===== src/rtl/follower_pkg.sv =====
// Shared types and constants for the barcode reader: FSM state encoding
// and the rule deciding which received bytes count as valid station IDs.
package follower_pkg;

   typedef enum logic [1:0] {
      IDLE,
      START,
      WAIT_FALL,
      DELAY
   } state_t;

   localparam int         ID_BITS       = 8;
   localparam logic [1:0] ID_VALID_MASK = 2'b00;

   // A byte is a station ID only when its two top bits match the mask.
   function automatic logic id_accept(input logic [ID_BITS-1:0] value);
      return value[ID_BITS-1 -: 2] == ID_VALID_MASK;
   endfunction

endpackage


===== src/rtl/bc_sync_edge.sv =====
// Synchronizes the asynchronous BC line and flags its falling and rising
// edges; edges are suppressed until the chain holds only post-reset samples.
module bc_sync_edge #(
   parameter int SYNC_STAGES = 2
) (
   input  logic clk,
   input  logic rst,
   input  logic bc,
   output logic synced,
   output logic fall,
   output logic rise
);

   localparam int FILL_CYC = SYNC_STAGES + 1;
   localparam int FILL_W   = $clog2(FILL_CYC + 1);

   logic [SYNC_STAGES-1:0] chain;
   logic                   prev;
   logic [FILL_W-1:0]      fill_cnt;
   logic                   armed;

   // Reset values mimic an idle-high line; the reset value itself must not
   // later appear as a falling edge if BC was already low.
   always_ff @(posedge clk) begin
      if (rst) begin
         chain    <= '1;
         prev     <= 1'b1;
         fill_cnt <= '0;
      end else begin
         chain[0] <= bc;
         for (int i = 1; i < SYNC_STAGES; i++) begin
            chain[i] <= chain[i-1];
         end
         prev <= chain[SYNC_STAGES-1];
         if (!armed) begin
            fill_cnt <= fill_cnt + 1'b1;
         end
      end
   end

   assign armed  = (fill_cnt == FILL_W'(FILL_CYC));
   assign synced = chain[SYNC_STAGES-1];
   assign fall   = armed & ~synced & prev;
   assign rise   = armed & synced & ~prev;

endmodule


===== src/rtl/bc_reader.sv =====
// Barcode frame receiver: measures the start-bit low time T, then samples
// each data bit T cycles after its falling edge and publishes accepted IDs.
module bc_reader
   import follower_pkg::*;
#(
   parameter int CNT_W       = 22,
   parameter int SYNC_STAGES = 2,
   parameter int TMO_CYC     = 2**CNT_W - 1
) (
   input  logic               clk,
   input  logic               rst,
   input  logic               BC,
   input  logic               clr_ID_vld,
   output logic [ID_BITS-1:0] ID,
   output logic               ID_vld,
   output logic               busy
);

   localparam int               BIT_W   = $clog2(ID_BITS + 1);
   localparam logic [CNT_W-1:0] CNT_MAX = '1;
   localparam logic [CNT_W-1:0] TMO_END = CNT_W'(TMO_CYC - 1);
   localparam logic [BIT_W-1:0] LAST_BIT = BIT_W'(ID_BITS - 1);

   state_t             state;
   logic [CNT_W-1:0]   timer;
   logic [CNT_W-1:0]   t_ref;
   logic [ID_BITS-1:0] shift;
   logic [ID_BITS-1:0] next_shift;
   logic [BIT_W-1:0]   bit_cnt;
   logic               synced;
   logic               fall;
   logic               rise;

   bc_sync_edge #(
      .SYNC_STAGES(SYNC_STAGES)
   ) u_sync (
      .clk   (clk),
      .rst   (rst),
      .bc    (BC),
      .synced(synced),
      .fall  (fall),
      .rise  (rise)
   );

   assign next_shift = {shift[ID_BITS-2:0], synced};

   // The timer is shared: start-bit length in START, sample delay in DELAY,
   // and idle-high timeout in WAIT_FALL. A clear and a set of ID_vld in the
   // same cycle resolve to set because the set is written last.
   always_ff @(posedge clk) begin
      if (rst) begin
         state   <= IDLE;
         timer   <= '0;
         t_ref   <= '0;
         shift   <= '0;
         bit_cnt <= '0;
         ID      <= '0;
         ID_vld  <= 1'b0;
         busy    <= 1'b0;
      end else begin
         if (clr_ID_vld) begin
            ID_vld <= 1'b0;
         end
         case (state)
            IDLE: begin
               if (fall) begin
                  state   <= START;
                  busy    <= 1'b1;
                  timer   <= '0;
                  bit_cnt <= '0;
                  shift   <= '0;
               end
            end
            START: begin
               if (timer == CNT_MAX) begin
                  state <= IDLE;
                  busy  <= 1'b0;
               end else if (rise) begin
                  t_ref <= timer;
                  timer <= '0;
                  state <= WAIT_FALL;
               end else if (!synced) begin
                  timer <= timer + 1'b1;
               end
            end
            WAIT_FALL: begin
               if (fall) begin
                  timer <= '0;
                  state <= DELAY;
               end else if (timer == TMO_END) begin
                  state <= IDLE;
                  busy  <= 1'b0;
               end else begin
                  timer <= timer + 1'b1;
               end
            end
            DELAY: begin
               if (timer == t_ref) begin
                  shift   <= next_shift;
                  bit_cnt <= bit_cnt + 1'b1;
                  timer   <= '0;
                  if (bit_cnt == LAST_BIT) begin
                     state <= IDLE;
                     busy  <= 1'b0;
                     if (id_accept(next_shift)) begin
                        ID     <= next_shift;
                        ID_vld <= 1'b1;
                     end
                  end else begin
                     state <= WAIT_FALL;
                  end
               end else begin
                  timer <= timer + 1'b1;
               end
            end
            default: begin
               state <= IDLE;
               busy  <= 1'b0;
            end
         endcase
      end
   end

endmodule

===== config.mk =====
export PLATFORM = sky130hd
export DESIGN_NAME = bc_reader
export DESIGN_NICKNAME = d
export VERILOG_FILES = /design/src/rtl/follower_pkg.sv /design/src/rtl/bc_sync_edge.sv /design/src/rtl/bc_reader.sv
export SDC_FILE = /design/constraint.sdc
export NUM_CORES = 1
export LEC_CHECK = 0
export CORE_UTILIZATION = 50
export DETAILED_ROUTE_END_ITERATION = 8
export PLACE_DENSITY = 0.79
export SYNTH_ARGS = -nofsm -noshare
export SYNTH_HDL_FRONTEND = slang
export SYNTH_HIERARCHICAL = 1
export SYNTH_SLANG_ARGS = --single-unit

===== constraint.sdc =====
create_clock -name clk -period 2.8 [get_ports clk]
set_input_delay 0.84 -clock clk [delete_from_list [all_inputs] [get_ports clk]]
set_output_delay 0.84 -clock clk [all_outputs]
set_load 0.03 [all_outputs]

==> results of run 1 <==
## layout make-up
class                      instances  share of cell area [%]
multi-input combinational        300                    48.9
sequential                        72                    35.9
timing repair buffer              25                    5.35
clock buffer                      10                    3.42
tap                               96                    2.99
clock inverter                     6                    2.05
inverter                          15                    1.40
## cells in the final DEF (no fill, tap or decap), types with 3 or more instances in the layout
master	instances
nand2_1	37
a211oi_1	3
nor4_2	4
nand4_1	8
buf_4	12
xnor2_1	4
mux2_2	8
clkbuf_8	10
o211ai_1	3
nand3_1	22
xor2_1	19
or3_1	4
a21oi_1	9
a22oi_1	3
o22ai_1	3
or2_2	7
inv_1	15
mux2i_1	29
clkdlybuf4s50_1	12
a21o_1	7
dfxtp_1	72
clkinv_2	3
nor3_1	6
o21ai_0	7
ha_1	4
nor4_1	6
o311ai_0	3
nor2_1	61
a22o_1	7
## Yosys cell counts (8+ instances only)
cell type	instances	share of area [%]
dfxtp_1	72	40
nor2_1	61	6.3
nand2_1	37	3.8
mux2i_1	29	8.0
nand3_1	23	3.2
xor2_1	19	4.6
inv_1	15	1.6
clkbuf_1	11	1.1
a21oi_1	10	1.4
buf_2	9	1.2
mux2_2	8	2.5
nand4_1	8	1.4
## logic make-up (layout without fill, tap and decap cells)
family                     after synthesis  after routing  share of synthesized area, %
AOI/OAI and AO/OA                       57             57                          11.1
xor gates and xnor gates                25             25                          6.48
adders and majority gates                4              4                          1.39
buffers and inverters                   43             56                          5.86
DFF                                     72             72                          39.9
muxes                                   37             37                          10.5
and+or+nand+nor                        177            177                          24.8
## power by group
| group | switching (W) | internal [W] | total, W |
|---|---|---|---|
| Combinational | 0.0000360 | 0.0000234 | 0.0000594 |
| Clock | 0.000376 | 0.000521 | 0.000897 |
| Sequential | 0.00000561 | 0.00103 | 0.00104 |
| Total | 0.000418 | 0.00158 | 0.00199 |
## worst max path at each step
stage | from | end | slack, ns | cells past startpoint
floorplan | u_sync/fill_cnt[0] | timer[17] | 0.56 | 8
global placement | u_sync/fill_cnt[0] | timer[16] | 0.40 | 7
detailed placement | u_sync/fill_cnt[0] | timer[18] | 0.28 | 7
CTS | u_sync/fill_cnt[0] | timer[18] | 0.25 | 7
global route | u_sync/fill_cnt[0] | timer[17] | 0.03 | 8
finish | u_sync/fill_cnt[0] | timer[17] | 0.27 | 8
## per-stage QoR
step | std cells | total power (W) | cell area (um^2) | hold slack [ns]
finish | 524 | 0.00199 | 4020 | 0.415
CTS | 524 | 0.00202 | 4020 | 0.418
global placement | 508 | 0.00112 | 3790 | 0.398
floorplan | 415 | 0.00110 | 3610 | 0.389
detailed placement | 508 | 0.00112 | 3790 | 0.397
global route | 524 | 0.00207 | 4020 | 0.427
## what timing repair did
item | CTS | global route
setup endpoints to repair | 0 | 1
hold buffers | 0 | 0
gates resized for setup | 0 | 1
## per-layer routing
layer  vias up  track usage (%)  part of all wire (%)
met5         -                0                     0
met4         0             10.9                   1.6
met3        13             4.27                   5.2
met2        77             33.4                    47
met1      1382             29.7                    46
li1       1461                -                     -
## state kept, by name, indices dropped and copies added, names as in the netlist
register	flops
t_ref	22
timer	22
ID	8
shift	7
bit_cnt	4
state	2
u_sync/chain	2
u_sync/fill_cnt	2
ID_vld	1
busy	1
u_sync/prev	1
==> implementation parameters, run 1 <==
Parameter                              Value

Global routing
  Pin count of the biggest net entering global routing ... 53
  Remaining global-route overflow ... 0
  Global Route Usage Sum ... 21.9%
  Initial antenna violation count ... 0
  Number of global-route vias before repair ... ~2600
  First-pass GRT wire length ... 12700 um

Yosys
  #FFs+latches synth ... 72
  Area of the mapped netlist ... 3610 um^2
  Yosys cell types ... 57
  Warnings from Yosys ... 6
  Most common flop cell mapped by yosys ... dfxtp_1
  Share of synthesized area occupied by flip-flops and latches ... between 30 and 40%
  Number of enable-type register cells in the synthesized netlist ... 0
  Mapped Nets ... 423
  Share of flip-flops with an asynchronous set or reset ... 0%
  Mapped Avg Cell Area ... 8.70 um^2
  Post-Synthesis Cells ... approximately 420

Worst setup path
  Depth of the worst register-to-register path ... 8
  Worst path buffer plus inverter count ... 0
  Classification of the worst setup path ... register to register
  Data required time at the worst endpoint ... 3.07 ns
  Cells traversed along the worst timing path ... ha_1 -> nand2_1 -> nor2_1 -> and3b_1 -> a311oi_1 -> nand3_1 -> or4_2 -> o21ai_0
  Crit path largest cell delay ... 0.64 ns
  Setup crit end kind ... register
  R2r setup slk ... roughly 0.27 ns
  Top delay family on crit path ... simple AND/OR/NAND/NOR gates
  Beginning of the worst register-to-register path ... u_sync/fill_cnt[0]
  Maximum fanout along the worst path ... 4
  Arr. time, crit path ... 2.81 ns
  Setup crit start kind ... register
  Library cell contributing the largest single delay on the critical path ... or4_2
  Critical R2R Capture ... timer[17]

Job
  Number of max-cap violations ... 0

CTS
  Clock-pin slew on the worst setup and hold paths ... around 0.070 ns
  Longest Clk Path Bufs ... 2
  Number of post-CTS setup repair buffers ... 0
  Root cell of the clock tree ... clkbuf_8
  Total CTS buffers ... 9
  Deepest level of the CTS H-tree ... 3
  Skew-Pair Late Insertion Delay ... 0.35 ns
  TritonCTS clock tree ... built
  Number of clock sinks seen by CTS ... 72

Floorplanning
  Placement Rows ... 30
  Core area ... 6870 um^2
  Die Footprint ... 7570 um^2
  Top-level port count ... 14
  Die extent in x ... 87.0 um
  Floorplan die height ... about 87 um
  Starting Density ... around 53%

Route
  Number of nets still failing antenna checks after routing ... 0
  Vias after detailed routing ... roughly 2900
  Routed wire per std cell ... 14.6 um
  Post-detailed-route DRC marker count ... 0
  Final WL ... 7660 um
  Initial detailed-routing violation count ... 246
  DR pass1 iterations ... 5
  Via-per-instance ratio ... 5.60

STA
  Highest achievable clock rate ... 395 MHz
  RSZ-0062 raised after global routing ... no
  Number of hold violations in the final report ... 0
  Final period demand of the worst path ... 2.53 ns
  Final-report max-slew violation count ... 0
  Worst relative slew slack ... 60.8%
  Sum Neg Setup Slack ... 0 ns
  Post-route fraction of the period consumed by the critical path ... 90.5%
  Max Clock Skew ... 0.0106 ns
  Final Setup Violations ... 0
  Final setup margin ... 0.266 ns
  Actual slew at the worst max-slew pin ... 0.583 ns

Cells and area
  Area taken by flip-flops and latches ... 1440 um^2
  Area of combinational cells with multiple inputs ... 1970 um^2
  Count of nets after finishing ... 431
  Number of diodes added for antenna fixing ... 0
  Layout cells sized above 1 ... 13.6%
  Share of the core filled with cells ... 58.5%
  Number of fillers in the final layout ... 596
  Area Overhead vs Synth ... 11.3%

Power
  Max VDD drop ... 382 uV
  Leakage ... 1.48 nW
  Areal power density over the cells ... 496 nW/um^2

Hold path
  Startpoint of the worst hold path ... u_sync/chain[0]
  Number of cells on the worst hold path ... 1
  Path class of the lowest-slack min-delay path ... register to register
  Worst Hold Endpoint ... u_sync/chain[1]

Placed design
  Pre-CTS worst setup slack ... 0.280 ns
  Routability Congestion ... 0.917
  Buffers added on ports ... 13
  Post-detail-place hpwl ... 5280 um

Status
  Run status ... complete, no violations
Note: power is estimated with default switching activity, not from simulation.
==> run 2, diff against run 1 <==
--- a/constraint.sdc
+++ b/constraint.sdc
@@ -3,2 +3,2 @@
 set_output_delay 0.84 -clock clk [all_outputs]
-set_load 0.03 [all_outputs]
+set_load 0.1 [all_outputs]
==> run 2 against run 1 <==
Against the previous run:
- final cell count is the same
- largest power group unchanged
- die area is the same
- sequential power about the same
- power rose by 0.79%
- worst setup slack improved by 0.0020 ns
- clock skew down 0.00051 ns
- sequential cell count unchanged
- register-to-register slack hardly changed
- highest routed layer unchanged
- largest cell class unchanged
- critical path type unchanged
- critical path depth down 1
==> implementation parameters, run 2 (synthesized netlist as in run 1, its figures left out) <==
Parameter                              Value

Status
  Run status ... complete, no violations (unchanged)

STA
  Post-route fraction of the period consumed by the critical path ... 90.4% (was 90.5%)
  Final Setup Violations ... 0 (unchanged)
  Worst relative slew slack ... 55.8% (was 60.8%)
  Final-report max-slew violation count ... 0 (unchanged)
  Highest achievable clock rate ... 395 MHz (about the same)
  Final period demand of the worst path ... 2.53 ns (about the same)
  RSZ-0062 raised after global routing ... no (unchanged)
  Actual slew at the worst max-slew pin ... 0.658 ns (was 0.583 ns)
  Max Clock Skew ... 0.0101 ns (was 0.0106 ns)
  Sum Neg Setup Slack ... 0 ns (unchanged)
  Number of hold violations in the final report ... 0 (unchanged)

Cells and area
  Number of diodes added for antenna fixing ... 0 (unchanged)
  Finished layout cell area ... 4000 um^2 (was 4020 um^2)
  Highest-count cells in the layout ignoring fill and taps ... dfxtp_1 (72), nor2_1 (61), nand2_1 (37) (unchanged)
  Number of fillers in the final layout ... 605 (was 596)
  Layout cells sized above 1 ... 16.1% (was 13.6%)
  Biggest regs ... t_ref x22, timer x22, ID x8 (unchanged)
  Area Overhead vs Synth ... 10.8% (was 11.3%)
  Area taken by flip-flops and latches ... 1440 um^2 (unchanged)
  Area of combinational cells with multiple inputs ... 1970 um^2 (about the same)
  Count of nets after finishing ... 431 (unchanged)
  Most common cell after layout, fill and taps aside ... dfxtp_1 (unchanged)

Placed design
  Buffers added on ports ... 13 (unchanged)
  Post-DP Area ... 3770 um^2 (was 3790 um^2)
  Post-detail-place hpwl ... 5410 um (was 5280 um)
  Routability Congestion ... 0.885 (was 0.917)

Route
  Number of nets still failing antenna checks after routing ... 0 (unchanged)
  DR pass1 iterations ... 5 (unchanged)
  Post-detailed-route DRC marker count ... 0 (unchanged)
  Final WL ... 8040 um (was 7660 um)
  Initial detailed-routing violation count ... 313 (was 246)
  Via-per-instance ratio ... 5.75 (was 5.60)
  Vias after detailed routing ... 3012 (was 2933)
  Routed wire per std cell ... 15.4 um (was 14.6 um)

Global routing
  Number of global-route vias before repair ... 2787 (was 2645)
  Global Route Usage Sum ... 23.1% (was 21.9%)
  Initial antenna violation count ... 0 (unchanged)
  Remaining global-route overflow ... 0 (unchanged)
  Pin count of the biggest net entering global routing ... 53 (unchanged)
  First-pass GRT wire length ... 13500 um (was 12700 um)

Floorplanning
  Top-level port count ... 14 (unchanged)
  Floorplan die height ... 87.0 um (unchanged)
  Die extent in x ... 87.0 um (unchanged)
  Die Footprint ... 7570 um^2 (unchanged)
  Starting Density ... 52.6% (unchanged)
  Core area ... 6870 um^2 (unchanged)
  Placement Rows ... 30 (unchanged)

Worst setup path
  Classification of the worst setup path ... register to register (unchanged)
  Maximum fanout along the worst path ... 7 (was 4)
  Setup crit end kind ... register (unchanged)
  Setup crit start kind ... register (unchanged)
  Arr. time, crit path ... 2.77 ns (was 2.81 ns)
  Data required time at the worst endpoint ... 3.04 ns (was 3.07 ns)

Power
  Areal power density over the cells ... 502 nW/um^2 (was 496 nW/um^2)
  Max VDD drop ... 300 uV (was 382 uV)
  Relative contribution of sequential cells to total power ... 51.6% (was 52.0%)
  Internal power consumption ... 0.00156 W (was 0.00158 W)
  Combinational fraction of design power ... 3.2% (was 3.0%)
  Sw power ... 0.000453 W (was 0.000418 W)
  Switching share of total power ... 22.6% (was 21.0%)
  Share of total power in the clock network ... 45.1% (was 45.0%)
  Leakage ... 1.49 nW (was 1.48 nW)

CTS
  Skew-Pair Late Insertion Delay ... 0.35 ns (about the same)
  Deepest level of the CTS H-tree ... 3 (unchanged)
  Root cell of the clock tree ... clkbuf_8 (unchanged)
  Longest Clk Path Bufs ... 2 (unchanged)
  Clock-pin slew on the worst setup and hold paths ... 0.08 ns (was 0.07 ns)
  Number of clock sinks seen by CTS ... 72 (unchanged)
  TritonCTS clock tree ... built (unchanged)
  Total CTS buffers ... 9 (unchanged)
  Cts-stage hold buffer count ... 0 (unchanged)

Job
  Number of max-cap violations ... 0 (unchanged)

Hold path
  Path class of the lowest-slack min-delay path ... register to register (unchanged)
[run 2: cell count changes in the layout (fill, tap and decap cells not counted), moves of 2 or more]
cell / previous run / this run
clkinv_2: 3 / 1
clkinvlp_4: 1 / 3
clkdlybuf4s50_1: 12 / 2
buf_4: 12 / 22
[run 2: timing repair]
| action | in CTS | in global routing |
|---|---|---|
| resized for setup | 0 | 2 |
| buffers inserted | 0 | 0 |
| setup endpoints to repair | 0 | 2 |
[run 2: power by group through the flow]
stage	combinational [W]	sequential (W)	clock (W)
after detailed placement	0.0000633	0.00106	0
after CTS	0.0000640	0.00104	0.000922
final	0.0000647	0.00104	0.000907
after global routing	0.0000717	0.00104	0.000956
after floorplan	0.0000439	0.00106	0
after global placement	0.0000588	0.00106	0
[run 2: through the flow]
step | power, W | utilization (%) | instances | setup slack, ns | hold WS [ns]
after floorplan | 0.00111 | - | 415 | 0.556 | 0.389
after global placement | 0.00112 | 54.9 | 508 | 0.404 | 0.397
after detailed placement | 0.00113 | 54.9 | 508 | 0.218 | 0.398
after CTS | 0.00202 | 58.1 | 524 | 0.183 | 0.416
after global routing | 0.00207 | 58.3 | 524 | 0.0651 | 0.423
final | 0.00201 | 58.3 | 524 | 0.268 | 0.412
[run 2: final timing paths]
check	startpoint	to	slack [ns]	cells past startpoint
worst max-delay path	timer[1]	timer[18]	0.27	7
worst min register to register	u_sync/chain[0]	u_sync/chain[1]	0.41	1
worst max register to register	timer[1]	timer[18]	0.27	7
worst min-delay path	u_sync/chain[0]	u_sync/chain[1]	0.41	1
[run 2: metal layers]
layer	vias up	share of wire (%)	track usage, %
met5	-	0	0
met1	1443	45	31.4
met3	14	5.9	3.60
met2	104	47	36.1
li1	1451	-	-
met4	0	1.8	10.2
[run 2: cell type report]
cell class,count,share of cell area (%)
multi-input combinational,300,49.3
clock buffer,9,3.10
sequential,72,36.0
clock inverter,7,2.41
inverter,15,1.41
tap,96,3.00
timing repair buffer,25,4.75
[run 2: worst max-delay path, cell delays in order, from the launching register on]
cell and delay, ns:
dfxtp_1 0.46, ha_1 0.23, inv_1 0.08, nor4_2 0.62, nand2_1 0.15, nor3_1 0.45
nand3_1 0.13, o311ai_0 0.29
